`config.mk`:
```
export PLATFORM = sky130hd
export DESIGN_NAME = panel_datapath
export DESIGN_NICKNAME = d
export VERILOG_FILES = /design/src/rtl/led_pkg.sv /design/src/rtl/mod_counter.sv /design/src/rtl/panel_datapath.sv
export SDC_FILE = /design/constraint.sdc
export NUM_CORES = 1
export LEC_CHECK = 0
export CORE_AREA = 3 3 70 72
export DETAILED_ROUTE_END_ITERATION = 12
export DIE_AREA = 0 0 73 75
export PLACE_DENSITY = 0.8
export SLEW_MARGIN = 20
export SYNTH_ARGS = -nofsm -noshare
export SYNTH_HDL_FRONTEND = slang
export SYNTH_SLANG_ARGS = --single-unit
```
`constraint.sdc`:
```
create_clock -name clk -period 4.11 [get_ports clk]
set_input_delay 1.233 -clock clk [delete_from_list [all_inputs] [get_ports clk]]
set_output_delay 1.233 -clock clk [all_outputs]
set_load 0.1 [all_outputs]
```
`src/rtl/led_pkg.sv`:
```
// Shared types and defaults for the HUB75 panel datapath.
// Pixel words arrive as {top R,G,B, bot R,G,B}, MSB first.
package led_pkg;

    localparam int COLS_PER_PANEL = 32;
    localparam int SCAN_ROWS      = 8;
    localparam int DEPTH          = 4;

    typedef struct packed {
        logic [DEPTH-1:0] r;
        logic [DEPTH-1:0] g;
        logic [DEPTH-1:0] b;
    } rgb_t;

    typedef struct packed {
        rgb_t top;
        rgb_t bot;
    } pix_pair_t;

    // A channel is lit on every plane strictly below its value.
    function automatic logic [2:0] pwm_bits(
        input rgb_t             px,
        input logic [DEPTH-1:0] plane
    );
        return {px.r > plane, px.g > plane, px.b > plane};
    endfunction

endpackage

```
`src/rtl/mod_counter.sv`:
```
// Modulo-MOD counter with clear priority and a wrap strobe.
// wrap is combinational: high on the cycle an enable rolls MOD-1 to 0.
module mod_counter #(
    parameter int MOD = 8,
    parameter int W   = (MOD > 1) ? $clog2(MOD) : 1
) (
    input  logic         clk,
    input  logic         rst,
    input  logic         clr,
    input  logic         enb,
    output logic [W-1:0] count,
    output logic         at_max,
    output logic         wrap
);

    localparam logic [W-1:0] MAX = W'(MOD - 1);

    assign at_max = (count == MAX);
    assign wrap   = enb && !clr && at_max;

    always_ff @(posedge clk) begin
        if (rst) begin
            count <= '0;
        end else if (clr) begin
            count <= '0;
        end else if (enb) begin
            count <= at_max ? '0 : count + 1'b1;
        end
    end

endmodule

```
`src/rtl/panel_datapath.sv`:
```
// HUB75 panel datapath: counters, framebuffer fetch, PWM compare
// and panel pin registers, slaved to the sequencer's strobes.
module panel_datapath #(
    parameter int  NUM_PANELS = 1,
    parameter int  DEPTH      = led_pkg::DEPTH,
    parameter int  SCAN_ROWS  = led_pkg::SCAN_ROWS,
    localparam int COLS       = led_pkg::COLS_PER_PANEL * NUM_PANELS,
    localparam int ROWW       = $clog2(SCAN_ROWS),
    localparam int COLW       = $clog2(COLS),
    localparam int AW         = 1 + ROWW + COLW
) (
    input  logic               clk,
    input  logic               rst,
    input  logic               sclk_r_clr,
    input  logic               sclk_r_set,
    input  logic               rowct_clr,
    input  logic               rowct_enb,
    input  logic               colct_clr,
    input  logic               colct_enb,
    input  logic               blank,
    input  logic               lat,
    output logic               colct_eq_max,
    output logic [AW-1:0]      fb_addr,
    input  logic [6*DEPTH-1:0] fb_rdata,
    input  logic               swap_req,
    output logic               swap_ack,
    output logic               frame_start,
    output logic [2:0]         rgb1,
    output logic [2:0]         rgb2,
    output logic               sclk,
    output logic               lat_o,
    output logic               oe_n,
    output logic [ROWW-1:0]    row_addr
);

    import led_pkg::*;

    localparam int PLANES = 2**DEPTH - 1;
    localparam int PW     = (PLANES > 1) ? $clog2(PLANES) : 1;

    logic [COLW-1:0] col;
    logic [ROWW-1:0] row;
    logic [ROWW-1:0] shift_row;
    logic [PW-1:0]   plane;
    logic            col_max;
    logic            col_wrap;
    logic            row_max;
    logic            row_wrap;
    logic            plane_max;
    logic            plane_wrap;
    logic            buf_sel;
    logic            swap_armed;
    logic            do_swap;
    pix_pair_t       pix;
    logic            unused_ok;

    mod_counter #(.MOD(COLS)) u_col (
        .clk    (clk),
        .rst    (rst),
        .clr    (colct_clr),
        .enb    (colct_enb),
        .count  (col),
        .at_max (col_max),
        .wrap   (col_wrap)
    );

    mod_counter #(.MOD(SCAN_ROWS)) u_row (
        .clk    (clk),
        .rst    (rst),
        .clr    (rowct_clr),
        .enb    (rowct_enb),
        .count  (row),
        .at_max (row_max),
        .wrap   (row_wrap)
    );

    // Plane advances only when the last row pair of a plane is left.
    mod_counter #(.MOD(PLANES)) u_plane (
        .clk    (clk),
        .rst    (rst),
        .clr    (1'b0),
        .enb    (row_wrap),
        .count  (plane),
        .at_max (plane_max),
        .wrap   (plane_wrap)
    );

    assign colct_eq_max = col_max;
    assign unused_ok    = ^{col_wrap, row_max, plane_max};

    // One swap per request: re-armed only once swap_req drops.
    assign do_swap = plane_wrap && swap_req && swap_armed;

    always_ff @(posedge clk) begin
        if (rst) begin
            buf_sel     <= 1'b0;
            swap_ack    <= 1'b0;
            frame_start <= 1'b0;
            swap_armed  <= 1'b1;
        end else begin
            frame_start <= plane_wrap;
            swap_ack    <= do_swap;
            if (do_swap) begin
                buf_sel    <= ~buf_sel;
                swap_armed <= 1'b0;
            end else if (!swap_req) begin
                swap_armed <= 1'b1;
            end
        end
    end

    // ABC shows the row just shifted in, updated only on latch.
    always_ff @(posedge clk) begin
        if (rst) begin
            shift_row <= '0;
            row_addr  <= '0;
        end else begin
            if (rowct_enb && !rowct_clr) begin
                shift_row <= row;
            end
            if (lat) begin
                row_addr <= shift_row;
            end
        end
    end

    always_ff @(posedge clk) begin
        if (rst) begin
            sclk  <= 1'b0;
            lat_o <= 1'b0;
            oe_n  <= 1'b1;
        end else begin
            if (sclk_r_clr) begin
                sclk <= 1'b0;
            end else if (sclk_r_set) begin
                sclk <= 1'b1;
            end
            lat_o <= lat;
            oe_n  <= blank;
        end
    end

    assign pix = pix_pair_t'(fb_rdata);

    always_ff @(posedge clk) begin
        if (rst) begin
            fb_addr <= '0;
            rgb1    <= 3'b000;
            rgb2    <= 3'b000;
        end else begin
            fb_addr <= {buf_sel, row, col};
            rgb1    <= pwm_bits(pix.top, plane);
            rgb2    <= pwm_bits(pix.bot, plane);
        end
    end

endmodule

```
[Word level (Yosys, flattened, before mapping)]
Cells that the tools add are included.
Cells by class
  $add $sub $neg: 3
  magnitude comparators: 6
  eq/ne operators: 4
  mux-type cells: 5
  bitwise operators: 1
  reductions and logical operators: 9
Operator list (count)
  > comparator 4 bit: 6
  OR reduction 2 bit: 3
  adder 5 x 1 -> 5 bit (second input constant): 1
  equality test 5 bit (second input constant): 1
  logical AND 1 bit: 5
  two-way mux 5 bit: 1
  adder 4 x 1 -> 4 bit (second input constant): 1
  equality test 4 bit (second input constant): 1
  two-way mux 4 bit: 1
  adder 3 x 1 -> 3 bit (second input constant): 1
  equality test 3 bit (second input constant): 1
  two-way mux 3 bit: 1
  two-way mux 1 bit: 2
  != test 2 x 1 -> 1 bit (second input constant): 1
  zero test 1 bit: 1
  NOT 1 bit: 1
Word-level totals
  bits in registers: 40
  input bits: 35
  output and inout port bits: 24
  word-level logic and storage cells: 43

[Logic depth before layout (Yosys ltp)]
Gate-level depths: netlist of the first run.
  depth after elaboration: 7
  gate-level depth with buffers: 6
  gate-level depth less buffers: 6

[By module]
Synthesis of the first run repeated with hierarchy kept, for this count alone.
Second synthesis, totals
  cells, all modules: 187
  area, all modules: 1958.1 sq um
Modules (own cells, without submodules)
  panel_datapath: times used 1, cells an instance 128, area an instance 1355.0 sq um, seq. area each 560.5 sq um
  mod_counter at u_col: times used 1, cells an instance 25, area an instance 241.5 sq um, seq. area each 100.1 sq um
  mod_counter at u_plane: times used 1, cells an instance 21, area an instance 210.2 sq um, seq. area each 80.1 sq um
  mod_counter at u_row: times used 1, cells an instance 13, area an instance 151.4 sq um, seq. area each 60.1 sq um

[Least setup slack after synthesis of the first run]
Ideal clock, no wire load.
  kind: register to output
  start: register u_col.count[0]
  end: output port colct_eq_max
  arrival time: 1.525 ns
  required time: 2.877 ns
  slack: 1.352 ns
  cell stages (with the launch flop): 4
  path buffers: 0
  cell sequence: dfxtp_1 ha_1 and3_1 ha_1
On the way
  word-level cells in the longest chain between the ends: 1
Ends and longest elaborated chain
  start: declaration: RTL line mod_counter.sv:11  | output logic [W-1:0] count,
  start signal: assignment: RTL line mod_counter.sv:27  | count <= at_max ? '0 : count + 1'b1;
  equality test 5 bit: RTL line mod_counter.sv:18  | assign at_max = (count == MAX);
  end: declaration: RTL line panel_datapath.sv:22  | output logic colct_eq_max,
Every way passes these cells.

[Worst setup path after layout of the first run]
  start: register row_addr[0]
  end: output port row_addr[0]
RTL lines
  start: declaration: RTL line panel_datapath.sv:33  | output logic [ROWW-1:0] row_addr
  start signal: assignment: RTL line panel_datapath.sv:122  | row_addr <= shift_row;
No word-level cell between the ends.

==> results.json, run 1 <==
{
  "syn_area_mm2": 0.00193,
  "ys_async_sr_fraction_pct": 0,
  "clock_latency_ps": 280,
  "tightest_slew_ps": 981,
  "max_stage_delay_ps": 1140,
  "path_delay_family": "buffers and inverters",
  "holdWs_ps": 495,
  "power_density_mw_per_mm2": 324,
  "path_clk_slew_ps": 80,
  "synth_ff_type": "dfxtp_1",
  "multiInputGateArea_mm2": 0.00106,
  "dpl.hpwl_mm": 2.77,
  "coreArea_mm2": 0.00435,
  "ctsHoldBuffers": 0,
  "final_common_cell": "clkdlybuf4s50_1",
  "ys_warn_count": 0,
  "seq_area_um2": 801,
  "rsz0062_at_grt": "false",
  "drive_above_1_share_pct": 5.93,
  "cp_max_fo": 2,
  "p_total_uw": 868,
  "grt_max_degree": 42,
  "ctsLongestPathBuffers": 2,
  "dr.pass1.iters": 4,
  "cts_root_buf": "clkbuf_8",
  "critPathSlowestCell": "clkdlybuf4s50_1",
  "hp-start": "sclk$_SDFFE_PP0P_",
  "synth_edf_count": 0,
  "cts_max_level": 2,
  "gp_congestion": 0.756,
  "rows": 24,
  "power_frac_clock_pct": 36.6,
  "setup_viol": 0,
  "finalHoldViolations": 0,
  "fin_crit_sh_pct": 72.5,
  "cts_made_buffers": 5,
  "grt_pass1_wl_mm": 6.20,
  "routed_wl_mm": 3.66,
  "die_h_um": 75,
  "finalSetupTns_ps": 0,
  "io-pin-count": 59,
  "drc_errors": 0,
  "final_cell_mix": "clkdlybuf4s50_1, dfxtp_1, ha_1",
  "switching_share_pct": 26.1,
  "grt_pass1_vias": 1465,
  "synth_cells": 191,
  "switching_power_uw": 226,
  "report.final.slew_viol_count": 0,
  "seqPwrFrac_pct": 46.0,
  "p_leak_uw": 0.00114,
  "relSlewSlack_pct": 34.4,
  "cts_setup_buffers": 0,
  "seq_area_frac_synth_pct": 41.5,
  "fin_crit_ps": 2980,
  "min_path_type": "flip-flop to flip-flop",
  "cts_tree": "yes",
  "ant_nets": 0,
  "cp.arrival_ps": 1750,
  "clock-skew-final_ps": 1.32,
  "num_antenna_cells": 0,
  "vdd_drop_max_uv": 261,
  "critPathLaunch": "row_addr[0]$_SDFFE_PP0P_",
  "critPathCaptureType": "primary output",
  "grt.overflow.total": 0,
  "start_util_pct": 44.3,
  "maxCapViolations": 0,
  "dr_total_vias": 1558,
  "crit_required_ps": 2880,
  "p_comb_share_pct": 17.4,
  "cp-start-kind": "flip-flop",
  "die_area_mm2": 0.00548,
  "synth_nets": 254,
  "path_cells": "clkdlybuf4s50_1",
  "status": "complete, no violations",
  "nets": 315,
  "path_buf_inv": 1,
  "r2r-start": "u_row.count[0]$_SDFFE_PP0P_",
  "port_buffers": 58,
  "die_w_um": 73,
  "fill_cells": 365,
  "drt_iter0_drc": 71,
  "grt_use_total_pct": 14.1,
  "cts_resized": 0,
  "syn2layout_area_growth_pct": 38.6,
  "ys_seq_elements": 40,
  "syn_area_per_cell_um2": 10.1,
  "synth_cell_types": 37,
  "avgRoutedWirePerCell_um": 12.0,
  "critical_path_class": "flip-flop to primary output",
  "clock_sinks": 40,
  "power.internal_uw": 642,
  "vias_per_cell": 5.11,
  "antenna_found_initial": 0,
  "fmax_ghz": 0.335
}
==> area by class of cell <==
| type | count | area share (%) |
|---|---|---|
| clock buffers | 5 | 2.57 |
| clock inverters | 3 | 1.73 |
| inverters | 13 | 1.82 |
| multi-input cells | 133 | 39.6 |
| flip-flops and latches | 40 | 29.9 |
| well taps | 52 | 2.43 |
| repair buffers | 59 | 21.9 |
==> metal layers <==
metal / vias to the layer above / wire length [um] / global-route usage [%]
met5: - / 0 / 0
met4: 0 / 13 / 1.84
li1: 819 / - / -
met1: 693 / 1640 / 17.5
met3: 2 / 263 / 4.67
met2: 44 / 1750 / 24.5
==> worst paths after layout <==
path / end / slack [ps] / cells past startpoint
setup reg to reg: buf_sel$_SDFFE_PP0P_ / 2470 / 5
setup / recovery: row_addr[0] / 1130 / 1
hold / removal: sclk$_SDFFE_PP0P_ / 500 / 2
hold reg to reg: sclk$_SDFFE_PP0P_ / 500 / 2
==> metrics by stage <==
stage / cell area (um^2) / cells / worst slack [ps] / utilization, %
after CTS: 2680 / 305 / 1110 / 61.5
after detailed placement: 2560 / 297 / 1380 / 58.8
after global routing: 2680 / 305 / 1060 / 61.5
final: 2680 / 305 / 1130 / 61.5
after global placement: 2560 / 297 / 1390 / 58.8
after floorplan: 1930 / 191 / 1350 / -
==> synthesized netlist by cell type (2+ instances only) <==
library cell,number,share of area [%]
nand3_1,3,0.78
o211ai_1,3,1.2
mux2i_1,10,5.2
and4b_1,2,1.0
ha_1,28,18
a41o_1,3,1.6
dfxtp_1,40,41
nand2b_1,2,0.65
nand2_1,3,0.58
nor4bb_1,2,1.0
nor3_1,10,2.6
nor2_1,12,2.3
o21ai_0,3,0.78
nor2b_1,14,4.5
o21a_1,3,1.2
o22ai_1,3,0.97
a41oi_1,3,1.4
clkbuf_1,3,0.58
xor2_1,2,0.91
a21oi_1,13,3.4
inv_1,13,2.5
==> state kept, by name, indices dropped and copies added (netlist names), 3 cells and up <==
signal and cells:
fb_addr 9, rgb1 3, rgb2 3, row_addr 3, shift_row 3, u_col.count 5
u_plane.count 4, u_row.count 3
==> power groups by stage <==
stage / clock network (uW) / registers, uW / logic, uW
finish: 318 / 399 / 151
global route: 343 / 400 / 163
CTS: 329 / 399 / 152
detailed placement: 0 / 408 / 152
global placement: 0 / 408 / 149
floorplan: 0 / 460 / 41.6
==> cell families after synthesis <==
family / count (synthesis) / share of synthesized area [%]
fa+ha+maj: 28 / 18.1
compound gates: 36 / 13.4
xor+xnor: 2 / 0.907
mux: 11 / 5.77
simple gates: 56 / 16.8
flops: 40 / 41.5
buf+inv: 18 / 3.56
==> tightest hold or removal path, stage by stage (launching register included) <==
cell	delay, ps
dfxtp_1	310
nor2_1	100
nor3_1	50
Note: power is estimated with default switching activity, not from simulation.
==> inputs of run 2 (changes only) <==
==> constraint.sdc (replaced) <==
create_clock -name clk -period 2.9 [get_ports clk]
set_input_delay 0.87 -clock clk [delete_from_list [all_inputs] [get_ports clk]]
set_output_delay 0.87 -clock clk [all_outputs]
set_load 0.1 [all_outputs]
==> results.json, run 2 (synthesized netlist as in run 1, its figures left out) <==
{
  "critPathSlowestCell": "dfxtp_1",
  "antenna_found_initial": 0,
  "tightest_slew_ps": 442,
  "dr.pass1.iters": 4,
  "ant_nets": 0,
  "grt_use_total_pct": 15.1,
  "vias_per_cell": 5.07,
  "relSlewSlack_pct": 70.5,
  "cp.arrival_ps": 1610,
  "critPathCaptureType": "primary output",
  "dpl.hpwl_mm": 2.86,
  "start_util_pct": 44.3,
  "cts_setup_buffers": 0,
  "setup_viol": 0,
  "path_cells": "ha_1 > and3_1 > ha_1 > buf_12",
  "die_h_um": 75,
  "final_util_pct": 60.6,
  "max_stage_delay_ps": 410,
  "p_total_uw": 1240,
  "nets": 316,
  "reg_top3": "fb_addr x9, u_col.count x5, u_plane.count x4",
  "finalSetupTns_ps": 0,
  "gp_congestion": 0.737,
  "grt_pass1_vias": 1508,
  "drc_errors": 0,
  "critical_path_class": "flip-flop to primary output",
  "fmax_ghz": 0.403,
  "syn2layout_area_growth_pct": 36.7,
  "die_w_um": 73,
  "crit_top_cell": "ha_1",
  "power_density_mw_per_mm2": 469,
  "cp_max_fo": 6,
  "grt_max_degree": 26,
  "placed_cells": 298,
  "drive_above_1_share_pct": 15.4,
  "clock_sinks": 40,
  "grt.overflow.total": 0,
  "final_cell_mix": "dfxtp_1, clkdlybuf4s50_1, ha_1",
  "fin_crit_ps": 2480,
  "path_clk_slew_ps": 80,
  "io-pin-count": 59,
  "r2r-start": "u_col.count[0]$_SDFFE_PP0P_",
  "path_buf_inv": 1,
  "clock_latency_ps": 290,
  "ctsLongestPathBuffers": 2,
  "rsz0062_at_grt": "false",
  "report.final.slew_viol_count": 0,
  "path_delay_family": "adder cells",
  "status": "complete, no violations",
  "holdWs_ps": 501,
  "fin_crit_sh_pct": 85.5,
  "cts_max_level": 2,
  "coreArea_mm2": 0.00435,
  "largest_reg_flops": 9,
  "fin_cells": 306,
  "hp-start": "shift_row[1]$_SDFFE_PP0N_",
  "cp-start-kind": "flip-flop",
  "avgRoutedWirePerCell_um": 12.7,
  "cts_tree": "yes",
  "drt_iter0_drc": 61,
  "port_buffers": 58,
  "dr_total_vias": 1552,
  "vdd_drop_max_uv": 281,
  "cts_made_buffers": 5,
  "finalHoldViolations": 0,
  "regMostFlops": "fb_addr",
  "p_leak_uw": 0.00118,
  "clock-skew-final_ps": 7.63,
  "num_antenna_cells": 0,
  "maxCapViolations": 0,
  "grt_pass1_wl_mm": 6.56,
  "routed_wl_mm": 3.90,
  "ctsHoldBuffers": 0,
  "crit_required_ps": 2030,
  "critPathLaunch": "u_col.count[0]$_SDFFE_PP0P_",
  "cts_resized": 0,
  "cts_root_buf": "clkbuf_8",
  "fill_cells": 363,
  "rows": 24,
  "die_area_mm2": 0.00548,
  "final_common_cell": "dfxtp_1",
  "min_path_type": "flip-flop to flip-flop"
}
## run 2: changes by cell type in the layout (fill, tap and decap cells not counted)
cell,before,now
buf_4,2,25
clkdlybuf4s50_1,57,34
buf_12,0,1
## run 2: tightest hold or removal path, stage by stage (launching register included)
cell and delay [ps]:
dfxtp_1 330, mux2i_1 70, nor2_1 70
## run 2: metal layers
layer | GRT usage [%] | part of all wire [%] | vias up
met3 | 4.81 | 6.3 | 7
met4 | 5.94 | 1.3 | 0
li1 | - | - | 813
met1 | 18.2 | 46 | 694
met5 | 0 | 0 | -
met2 | 25.2 | 47 | 38
## run 2: power breakdown
group	switching [uW]	leakage, uW	total, uW	internal, uW
Combinational	125	0.000803	212	86.9
Sequential	5.03	0.000325	566	561
Clock	201	0.0000548	461	259
Total	332	0.00118	1240	907
## run 2: path summary, 6_finish.rpt
check | depth (start not counted) | to | slack, ps
setup / recovery | 4 | colct_eq_max | 420
hold reg to reg | 2 | row_addr[1]$_SDFFE_PP0P_ | 500
setup reg to reg | 6 | u_col.count[2]$_SDFFE_PP0P_ | 1270
hold / removal | 2 | row_addr[1]$_SDFFE_PP0P_ | 500
## run 2: through the flow
stage	instance area [um^2]	setup slack, ps
floorplan	1930	505
global placement	2520	559
detailed placement	2520	551
CTS	2640	415
global route	2640	319
finish	2640	419
## run 2: final cells by class
class,instances,area [um^2],share of cell area (%)
tap,52,65.1,2.47
clock inverter,3,46.3,1.75
multi-input combinational,133,1060,40.2
timing repair buffer,60,548,20.8
sequential,40,801,30.3
inverter,13,48.8,1.85
clock buffer,5,68.8,2.61
==> inputs of run 3 (changes only) <==
--- a/config.mk
+++ b/config.mk
@@ -6,6 +6,7 @@
 export NUM_CORES = 1
 export LEC_CHECK = 0
 export CORE_AREA = 3 3 70 72
+export CTS_BUF_LIST = sky130_fd_sc_hd__clkbuf_8
 export DETAILED_ROUTE_END_ITERATION = 12
 export DIE_AREA = 0 0 73 75
 export PLACE_DENSITY = 0.8
==> results of run 3 <==
Same layout as run 2: the final DEF is identical, and so are final timing and power.
